--- src/rtl/coin_bank.sv ---
// Coin credit accumulator feeding the cafea controller's fond input.
// Define COIN_BANK_CHANGE_EN to build the paced change payout; otherwise cancel forfeits the credit.
module coin_bank #(
  parameter int CREDIT_W   = 5,
  parameter int MAX_CREDIT = 31,
  parameter int CHANGE_GAP = 4
) (
  input  logic                clk,
  input  logic                rst,
  input  logic                coin_1,
  input  logic                coin_2,
  input  logic                coin_5,
  input  logic                vend_req,
  input  logic [CREDIT_W-1:0] vend_price,
  input  logic                cancel,
  output logic [CREDIT_W-1:0] fond,
  output logic                vend_ack,
  output logic                vend_nak,
  output logic                coin_reject,
  output logic                change_busy,
  output logic                change_pulse
);

  if (CHANGE_GAP < 2 || MAX_CREDIT > (1 << CREDIT_W) - 1) begin : g_bad_params
    $error("coin_bank: CHANGE_GAP must be >= 2 and MAX_CREDIT must fit in CREDIT_W bits");
  end

  logic                r_prev_1, r_prev_2, r_prev_5;
  logic [CREDIT_W-1:0] r_fond;
  logic                r_vend_ack, r_vend_nak, r_coin_reject;

  logic                w_edge_1, w_edge_2, w_edge_5;
  logic                w_coin_any, w_coin_multi;
  logic [2:0]          w_coin_val;
  logic                w_vend_ok, w_cancel_go;
  logic [CREDIT_W-1:0] w_base;
  logic [CREDIT_W:0]   w_sum;
  logic                w_coin_fits;

  assign w_edge_1     = coin_1 & ~r_prev_1;
  assign w_edge_2     = coin_2 & ~r_prev_2;
  assign w_edge_5     = coin_5 & ~r_prev_5;
  assign w_coin_any   = w_edge_1 | w_edge_2 | w_edge_5;
  assign w_coin_multi = (w_edge_5 & (w_edge_2 | w_edge_1)) | (w_edge_2 & w_edge_1);
  assign w_coin_val   = w_edge_5 ? 3'd5 : (w_edge_2 ? 3'd2 : (w_edge_1 ? 3'd1 : 3'd0));

  // Funds are judged on the old balance; an accepted coin lands on top of the debited value.
  assign w_vend_ok   = (vend_price <= r_fond);
  assign w_base      = (vend_req && w_vend_ok) ? (r_fond - vend_price) : r_fond;
  assign w_sum       = {1'b0, w_base} + (CREDIT_W+1)'(w_coin_val);
  assign w_coin_fits = (w_sum <= (CREDIT_W+1)'(MAX_CREDIT));
  assign w_cancel_go = cancel & ~vend_req;

  logic [CREDIT_W-1:0] w_idle_fond;
  logic                w_idle_ack, w_idle_nak, w_idle_rej, w_idle_to_change;

  // NOTE: every output of a combinational block gets a default first, so no path leaves it unassigned and infers a latch.
  always_comb begin
    w_idle_fond      = w_base;
    w_idle_ack       = vend_req & w_vend_ok;
    w_idle_nak       = vend_req & ~w_vend_ok;
    w_idle_rej       = w_coin_multi;
    w_idle_to_change = 1'b0;
    if (w_cancel_go) begin
      w_idle_rej = w_coin_any;
`ifdef COIN_BANK_CHANGE_EN
      w_idle_to_change = (r_fond != '0);
`else
      w_idle_fond = '0;
`endif
    end else if (w_coin_any) begin
      if (w_coin_fits) w_idle_fond = w_sum[CREDIT_W-1:0];
      else             w_idle_rej  = 1'b1;
    end
  end

`ifdef COIN_BANK_CHANGE_EN
  localparam int GAP_W = $clog2(CHANGE_GAP);
  localparam logic [0:0] S_IDLE   = 1'b0;
  localparam logic [0:0] S_CHANGE = 1'b1;

  logic [0:0]       r_state;
  logic [GAP_W-1:0] r_gap;
  logic             r_change_pulse;

  // NOTE: sequential state uses non-blocking assignments so every register sees pre-edge values.
  always_ff @(posedge clk) begin
    if (rst) begin
      r_state        <= S_IDLE;
      r_gap          <= '0;
      r_fond         <= '0;
      r_prev_1       <= 1'b0;
      r_prev_2       <= 1'b0;
      r_prev_5       <= 1'b0;
      r_vend_ack     <= 1'b0;
      r_vend_nak     <= 1'b0;
      r_coin_reject  <= 1'b0;
      r_change_pulse <= 1'b0;
    end else begin
      r_prev_1 <= coin_1;
      r_prev_2 <= coin_2;
      r_prev_5 <= coin_5;
      case (r_state)
        S_IDLE: begin
          r_fond         <= w_idle_fond;
          r_vend_ack     <= w_idle_ack;
          r_vend_nak     <= w_idle_nak;
          r_coin_reject  <= w_idle_rej;
          r_change_pulse <= 1'b0;
          if (w_idle_to_change) begin
            r_state <= S_CHANGE;
            r_gap   <= GAP_W'(CHANGE_GAP - 1);
          end
        end
        default: begin
          r_vend_ack    <= 1'b0;
          r_vend_nak    <= vend_req;
          r_coin_reject <= w_coin_any;
          if (r_gap == '0) begin
            r_change_pulse <= 1'b1;
            r_fond         <= r_fond - CREDIT_W'(1);
            r_gap          <= GAP_W'(CHANGE_GAP - 1);
            if (r_fond == CREDIT_W'(1)) r_state <= S_IDLE;
          end else begin
            r_change_pulse <= 1'b0;
            r_gap          <= r_gap - GAP_W'(1);
          end
        end
      endcase
    end
  end

  assign change_busy  = (r_state == S_CHANGE);
  assign change_pulse = r_change_pulse;
`else
  always_ff @(posedge clk) begin
    if (rst) begin
      r_fond        <= '0;
      r_prev_1      <= 1'b0;
      r_prev_2      <= 1'b0;
      r_prev_5      <= 1'b0;
      r_vend_ack    <= 1'b0;
      r_vend_nak    <= 1'b0;
      r_coin_reject <= 1'b0;
    end else begin
      r_prev_1      <= coin_1;
      r_prev_2      <= coin_2;
      r_prev_5      <= coin_5;
      r_fond        <= w_idle_fond;
      r_vend_ack    <= w_idle_ack;
      r_vend_nak    <= w_idle_nak;
      r_coin_reject <= w_idle_rej;
    end
  end

  assign change_busy  = 1'b0;
  assign change_pulse = 1'b0;
`endif

  assign fond        = r_fond;
  assign vend_ack    = r_vend_ack;
  assign vend_nak    = r_vend_nak;
  assign coin_reject = r_coin_reject;

endmodule

--- config.mk ---
export PLATFORM = sky130hd
export DESIGN_NAME = coin_bank
export DESIGN_NICKNAME = d
export VERILOG_FILES = /design/src/rtl/coin_bank.sv
export SDC_FILE = /design/constraint.sdc
export NUM_CORES = 1
export LEC_CHECK = 0
export ABC_AREA = 1
export CORE_MARGIN = 5
export CORE_UTILIZATION = 52
export CTS_CLUSTER_DIAMETER = 50
export DETAILED_ROUTE_END_ITERATION = 6
export PLACE_DENSITY = 0.86
export SLEW_MARGIN = 20
export SYNTH_ARGS = -nofsm -noshare
export SYNTH_HDL_FRONTEND = slang
export SYNTH_SLANG_ARGS = --single-unit
--- constraint.sdc ---
create_clock -name clk -period 4.9 [get_ports clk]
set_input_delay 0.735 -clock clk [delete_from_list [all_inputs] [get_ports clk]]
set_output_delay 0.735 -clock clk [all_outputs]
set_load 0.02 [all_outputs]
==> flow_summary.json, run 1 <==
{
  "syn_area_sq_um": 901,
  "n_antenna_cell": 0,
  "ant_nets": 0,
  "antenna_found_initial": 0,
  "multi_input_area_sq_um": 568,
  "clock_latency_ps": 280,
  "drv_slew": 0,
  "synth.yosys.seq_area_share": 0.244,
  "cp-end-kind": "register",
  "dieArea_sq_um": 2660,
  "async_reset_ff_frac": 0,
  "totalWireLength_microns": 1880,
  "postCtsHoldBufs": 0,
  "h-tree-depth": 1,
  "worstSetupStartpoint": "vend_price[2]",
  "yosysUniqueCellTypes": 28,
  "core_area_sq_um": 1690,
  "synth_edf_count": 0,
  "cts_root_buf": "clkbuf_4",
  "post_cts_resized": 0,
  "ir_drop_v": 0.000185,
  "fin_setup_tns_ps": 0,
  "cts_tree": "yes",
  "drtIter0Drc": 23,
  "finalCriticalPeriod_ps": 3330,
  "via_count": 861,
  "syn_inst": 128,
  "final_hold_viol_count": 0,
  "num_io_pins": 22,
  "die-height_microns": 51.6,
  "ys_warn_count": 0,
  "rows": 15,
  "critical_path.max_fanout": 9,
  "r2r_start": "fond[2]$_SDFF_PP0_",
  "dpl.hpwl_microns": 1550,
  "outcome": "finished clean",
  "critical_path_class": "input port to register",
  "post_cts_buffers": 0,
  "synth_most_common_cell": "inv_1",
  "hp-class": "register to register",
  "yosysTopAreaCellShare": 0.244,
  "firstDrtPassIters": 4,
  "io_buffers": 19,
  "grt_max_degree": 10,
  "r2r_setup_slack_ps": 2160,
  "die_w_microns": 51.6,
  "numCtsBuffers": 3,
  "grt_usage": 0.166,
  "synthTopCellsByCount": "inv_1, nand2_1, nor2_1, dfxtp_1",
  "seq_area_sq_um": 220,
  "start_util": 0.533,
  "fmax_mhz": 300,
  "syn_avg_cell_area_sq_um": 7.04,
  "power.leakage_nw": 0.571,
  "fillers": 151,
  "drive_gt1_frac": 0.133,
  "cts.sinks": 11,
  "arrival_ps": 3510,
  "drcViolationCount": 0,
  "r2r_cells": 16,
  "area_growth_pct": 25.1,
  "grt_pass1_vias": 847,
  "crit_end": "fond[2]$_SDFF_PP0_",
  "worstPathRequired_ps": 5080,
  "maxCapViolations": 0,
  "p_per_area_nw_per_um2": 280,
  "yosys_most_used_dff": "dfxtp_1",
  "finalCoreUtilization": 0.667,
  "grt_pass1_wl_microns": 3330,
  "start_kind": "input port",
  "rsz0062_at_grt": "no",
  "ys_ff_latch": 11,
  "place_congestion": 0.753,
  "cts_buffer_depth": 2,
  "finalSetupViolCount": 0,
  "routed_via_density": 5.16,
  "reg2reg_to": "fond[2]$_SDFF_PP0_",
  "fin_crit_sh": 0.680,
  "synthTopCellsByArea": "dfxtp_1, ha_1, inv_1",
  "hold_depth": 4,
  "path_clk_slew_ps": 70,
  "post_drt_wl_per_cell_microns": 11.3,
  "final_nets": 174,
  "skew_ps": 3.76,
  "yosysTopAreaCell": "dfxtp_1",
  "grt-ovfl-total": 0
}
## how the worst min path moves through the flow
| stage | slack [ps] | to | from |
|---|---|---|---|
| after floorplan | 610 | coin_reject$_SDFF_PP0_ | r_prev_1$_SDFF_PP0_ |
| after global placement | 640 | coin_reject$_SDFF_PP0_ | r_prev_1$_SDFF_PP0_ |
| after detailed placement | 650 | coin_reject$_SDFF_PP0_ | r_prev_1$_SDFF_PP0_ |
| after CTS | 660 | coin_reject$_SDFF_PP0_ | r_prev_1$_SDFF_PP0_ |
| after global routing | 730 | coin_reject$_SDFF_PP0_ | r_prev_1$_SDFF_PP0_ |
| final | 660 | coin_reject$_SDFF_PP0_ | r_prev_1$_SDFF_PP0_ |
## cells in the final DEF, fill, tap and decap left out, drive strengths merged, types with 3 or more instances in the layout
| cell type | netlist | layout |
|---|---|---|
| clkbuf | 0 | 4 |
| nand2 | 25 | 25 |
| o21ai | 9 | 9 |
| nand3 | 10 | 10 |
| a21oi | 5 | 5 |
| ha | 9 | 9 |
| clkdlybuf4s50 | 0 | 19 |
| inv | 27 | 27 |
| a31oi | 3 | 3 |
| dfxtp | 11 | 11 |
| nor2 | 15 | 15 |
## final cells by class
| type | instances | area share |
|---|---|---|
| clock buffers | 4 | 0.0233 |
| flip-flops and latches | 11 | 0.195 |
| inverters | 27 | 0.0899 |
| well taps | 17 | 0.0189 |
| multi-input cells | 89 | 0.504 |
| repair buffers | 19 | 0.169 |
## per-stage QoR
| step | cell area, sq um | setup slack, ps | total power, mW | hold WS [ps] | std cells |
|---|---|---|---|---|---|
| floorplan | 905 | 2050 | 0.209 | 615 | 129 |
| global placement | 1100 | 1420 | 0.246 | 644 | 163 |
| detailed placement | 1100 | 1290 | 0.252 | 649 | 163 |
| CTS | 1130 | 1570 | 0.318 | 657 | 167 |
| global route | 1130 | 1330 | 0.342 | 726 | 167 |
| finish | 1130 | 1570 | 0.315 | 656 | 167 |
## per-layer routing
layer / vias up / track usage / wire length [microns]
met5: - / 0 / 0
met4: 0 / 0.0786 / 36
met3: 5 / 0.0344 / 98
met2: 23 / 0.324 / 973
met1: 388 / 0.162 / 774
li1: 445 / - / -
## power breakdown
part / internal, mW / total, mW / switching (mW)
clock: 0.0316 / 0.0642 / 0.0325
sequential: 0.0980 / 0.104 / 0.00564
combinational: 0.0616 / 0.147 / 0.0858
## flip-flops by register name, indices dropped and copies added (netlist names)
name         flops
fond             5
coin_reject      1
r_prev_1         1
r_prev_2         1
r_prev_5         1
vend_ack         1
vend_nak         1
## worst max-delay path, cell delays in order
cell and delay [ps]:
clkdlybuf4s50_1 450, inv_1 40, ha_1 370, nand3_1 120
nand2_1 120, nand2_2 70, nand2_4 90, nand2_4 90
o21ai_1 280, ha_1 310, nand2_1 80, nand2_1 60
a31oi_1 230, inv_1 110, nand3_4 130, nand3_1 90
nand2_1 90, nor2_1 40
## cell families (layout without fill, tap and decap cells)
logic type               count (synthesis)  count (layout)  share of synthesized area
buffers and inverters                   29              50                      0.129
other                                    1               2                    0.00416
adder cells (fa/ha/maj)                 11              11                      0.169
flip-flops                              11              11                      0.244
AND/OR/NAND/NOR                         56              56                      0.318
XOR/XNOR                                 2               2                     0.0194
AO/OA/AOI/OAI                           18              18                      0.115
Power figures use the tool's default switching activity.
==> run 2, diff against run 1 <==
--- a/config.mk
+++ b/config.mk
@@ -7,10 +7,10 @@
 export LEC_CHECK = 0
 export ABC_AREA = 1
 export CORE_MARGIN = 5
-export CORE_UTILIZATION = 52
+export CORE_UTILIZATION = 43
 export CTS_CLUSTER_DIAMETER = 50
 export DETAILED_ROUTE_END_ITERATION = 6
-export PLACE_DENSITY = 0.86
+export PLACE_DENSITY = 0.77
 export SLEW_MARGIN = 20
 export SYNTH_ARGS = -nofsm -noshare
 export SYNTH_HDL_FRONTEND = slang
==> constraint.sdc (replaced) <==
create_clock -name clk -period 2.8 [get_ports clk]
set_input_delay 0.42 -clock clk [delete_from_list [all_inputs] [get_ports clk]]
set_output_delay 0.42 -clock clk [all_outputs]
set_load 0.02 [all_outputs]
==> run 2 against run 1 <==
  * The flow now finishes with violations (negative setup slack)
  * Clock skew up 0.51 ps
  * Worst hold slack improved by 1.9 ps
  * Clock power increased by 62%
  * Critical path type unchanged
  * Critical endpoint unchanged
  * Largest cell class unchanged
==> flow_summary.json, run 2 (synthesis gave the netlist of run 1 again) <==
{
  "layout_commonest_cell": "inv_1",
  "path_clk_slew_ps": 70,
  "critical_path.max_fanout": 7,
  "multi_input_area_sq_um": 744,
  "fin_cells": 196,
  "rows": 16,
  "critical_path_buf_inv_count": 3,
  "seq_power_share": 0.272,
  "clock_latency_ps": 260,
  "total_power_mw": 0.689,
  "cp-end-kind": "register",
  "crit_path_top_delay_cell": "clkdlybuf4s50_1",
  "totalWireLength_microns": 2310,
  "post_drt_wl_per_cell_microns": 11.8,
  "worstPathRequired_ps": 2950,
  "final_area_sq_um": 1480,
  "combPwrFrac": 0.577,
  "dieArea_sq_um": 3110,
  "finalCriticalPeriod_ps": 2800,
  "wl_met1_microns": 856,
  "final_cell_mix": "inv_1, buf_4, clkdlybuf4s50_1, nand2_1, nor2_1",
  "skew_ps": 4.28,
  "pwr-share-clk": 0.150,
  "min_from": "r_prev_5$_SDFF_PP0_",
  "finalCoreUtilization": 0.746,
  "dp.cells": 186,
  "failed_checks": "negative setup slack",
  "cpMostUsedCell": "nand2_1",
  "grt_pass1_vias": 851,
  "arrival_ps": 2950,
  "drcViolationCount": 0,
  "grt_usage": 0.131,
  "fillers": 151,
  "r2r_setup_slack_ps": 140,
  "final_hold_viol_count": 0,
  "antenna_found_initial": 0,
  "fin_crit_sh": 1.00,
  "die_w_microns": 55.8,
  "start_util": 0.455,
  "area_growth_pct": 64.2,
  "grt-ovfl-total": 0,
  "cts.sinks": 11,
  "power.leakage_nw": 0.702,
  "holdPathEnd": "coin_reject$_SDFF_PP0_",
  "p_sw_mw": 0.266,
  "seq_area_sq_um": 220,
  "die-height_microns": 55.8,
  "h-tree-depth": 1,
  "cts_root_buf": "clkbuf_4",
  "numCtsBuffers": 3,
  "crit_chain": "clkdlybuf4s50_1, ha_1, nand3_2, nor2_2, nor2_2, nand2_4, nand2_8, buf_12, o21ai_4, ha_4, nand2_1, nand2_1, a31oi_2, inv_1, nand3_4, nand3_1, nand2_1, nor2_1",
  "hold_slack_ps": 658,
  "crit_path_max_incr_delay_ps": 410,
  "drive_gt1_frac": 0.367,
  "reg2reg_to": "fond[2]$_SDFF_PP0_",
  "drtIter0Drc": 13,
  "r2r_cells": 18,
  "met2WireLength_microns": 1290,
  "outcome": "finished with violations",
  "core_area_sq_um": 1980,
  "top_layer_used": "met4",
  "r2r_start": "fond[0]$_SDFF_PP0_",
  "fin_setup_tns_ps": -1.30,
  "via_count": 961,
  "grt_max_degree": 8,
  "hold_depth": 5,
  "hp-class": "register to register",
  "crit_family": "simple AND/OR/NAND/NOR gates",
  "wl_met3_microns": 119,
  "critical_path_class": "input port to register",
  "place_congestion": 0.803,
  "p_int_mw": 0.423,
  "cts_tree": "yes",
  "fmax_mhz": 357,
  "fin_ws_ps": -1.30,
  "p_per_area_nw_per_um2": 466,
  "firstDrtPassIters": 4,
  "routed_via_density": 4.90,
  "maxCapViolations": 0,
  "ir_drop_v": 0.000288,
  "grt_pass1_wl_microns": 3360,
  "cts_buffer_depth": 2,
  "swShare": 0.386,
  "pre_cts_ws_ps": -376,
  "n_antenna_cell": 0,
  "ant_nets": 0,
  "num_io_pins": 22,
  "io_buffers": 19,
  "dpl.hpwl_microns": 1600,
  "final_nets": 193,
  "start_kind": "input port",
  "finalSetupViolCount": 1,
  "drv_slew": 0,
  "largest_reg_flops": 5,
  "dpl_cell_area_sq_um": 1210
}
run 2: how the worst max path moves through the flow:
stage | start | endpoint | slack (ps) | depth (start not counted)
after floorplan | vend_price[2] | fond[4]$_SDFF_PP0_ | 270 | 16
after global placement | vend_price[2] | fond[4]$_SDFF_PP0_ | -300 | 17
after detailed placement | vend_price[2] | fond[2]$_SDFF_PP0_ | -380 | 18
after CTS | vend_price[1] | fond[2]$_SDFF_PP0_ | 6 | 18
after global routing | vend_price[0] | fond[2]$_SDFF_PP0_ | -100 | 18
final | vend_price[0] | fond[2]$_SDFF_PP0_ | -1 | 18
run 2: area by class of cell:
| class | count | share of cell area |
|---|---|---|
| Sequential cell | 11 | 0.149 |
| Tap cell | 27 | 0.0228 |
| Multi-Input combinational cell | 89 | 0.503 |
| Timing Repair Buffer | 38 | 0.239 |
| Clock buffer | 4 | 0.0178 |
| Inverter | 27 | 0.0685 |
run 2: power by group through the flow:
stage | combinational (mW) | clock [mW] | sequential (mW)
floorplan | 0.165 | 0 | 0.200
global placement | 0.283 | 0 | 0.185
detailed placement | 0.292 | 0 | 0.186
CTS | 0.309 | 0.107 | 0.184
global route | 0.435 | 0.116 | 0.189
finish | 0.398 | 0.104 | 0.188
run 2: tightest hold or removal path: cells and delay by family, from the launching register on:
family	cells	cell delay, ps
flip-flops	1	310
AND/OR/NAND/NOR	3	170
AO/OA/AOI/OAI	1	80
buffers and inverters	1	50
run 2: layer usage:
metal  vias to the layer above  track usage
met2                        31        0.260
met5                         -            0
li1                        489            -
met3                         8       0.0371
met4                         0       0.0417
met1                       433        0.128
run 2: repair_timing:
item                       4_1_cts  5_1_grt
cloned                           0        0
setup endpoints to repair        6        6
pin swaps                        1       13
hold buffers                     0        0
buffers inserted                 1        5
resized for setup                5       29
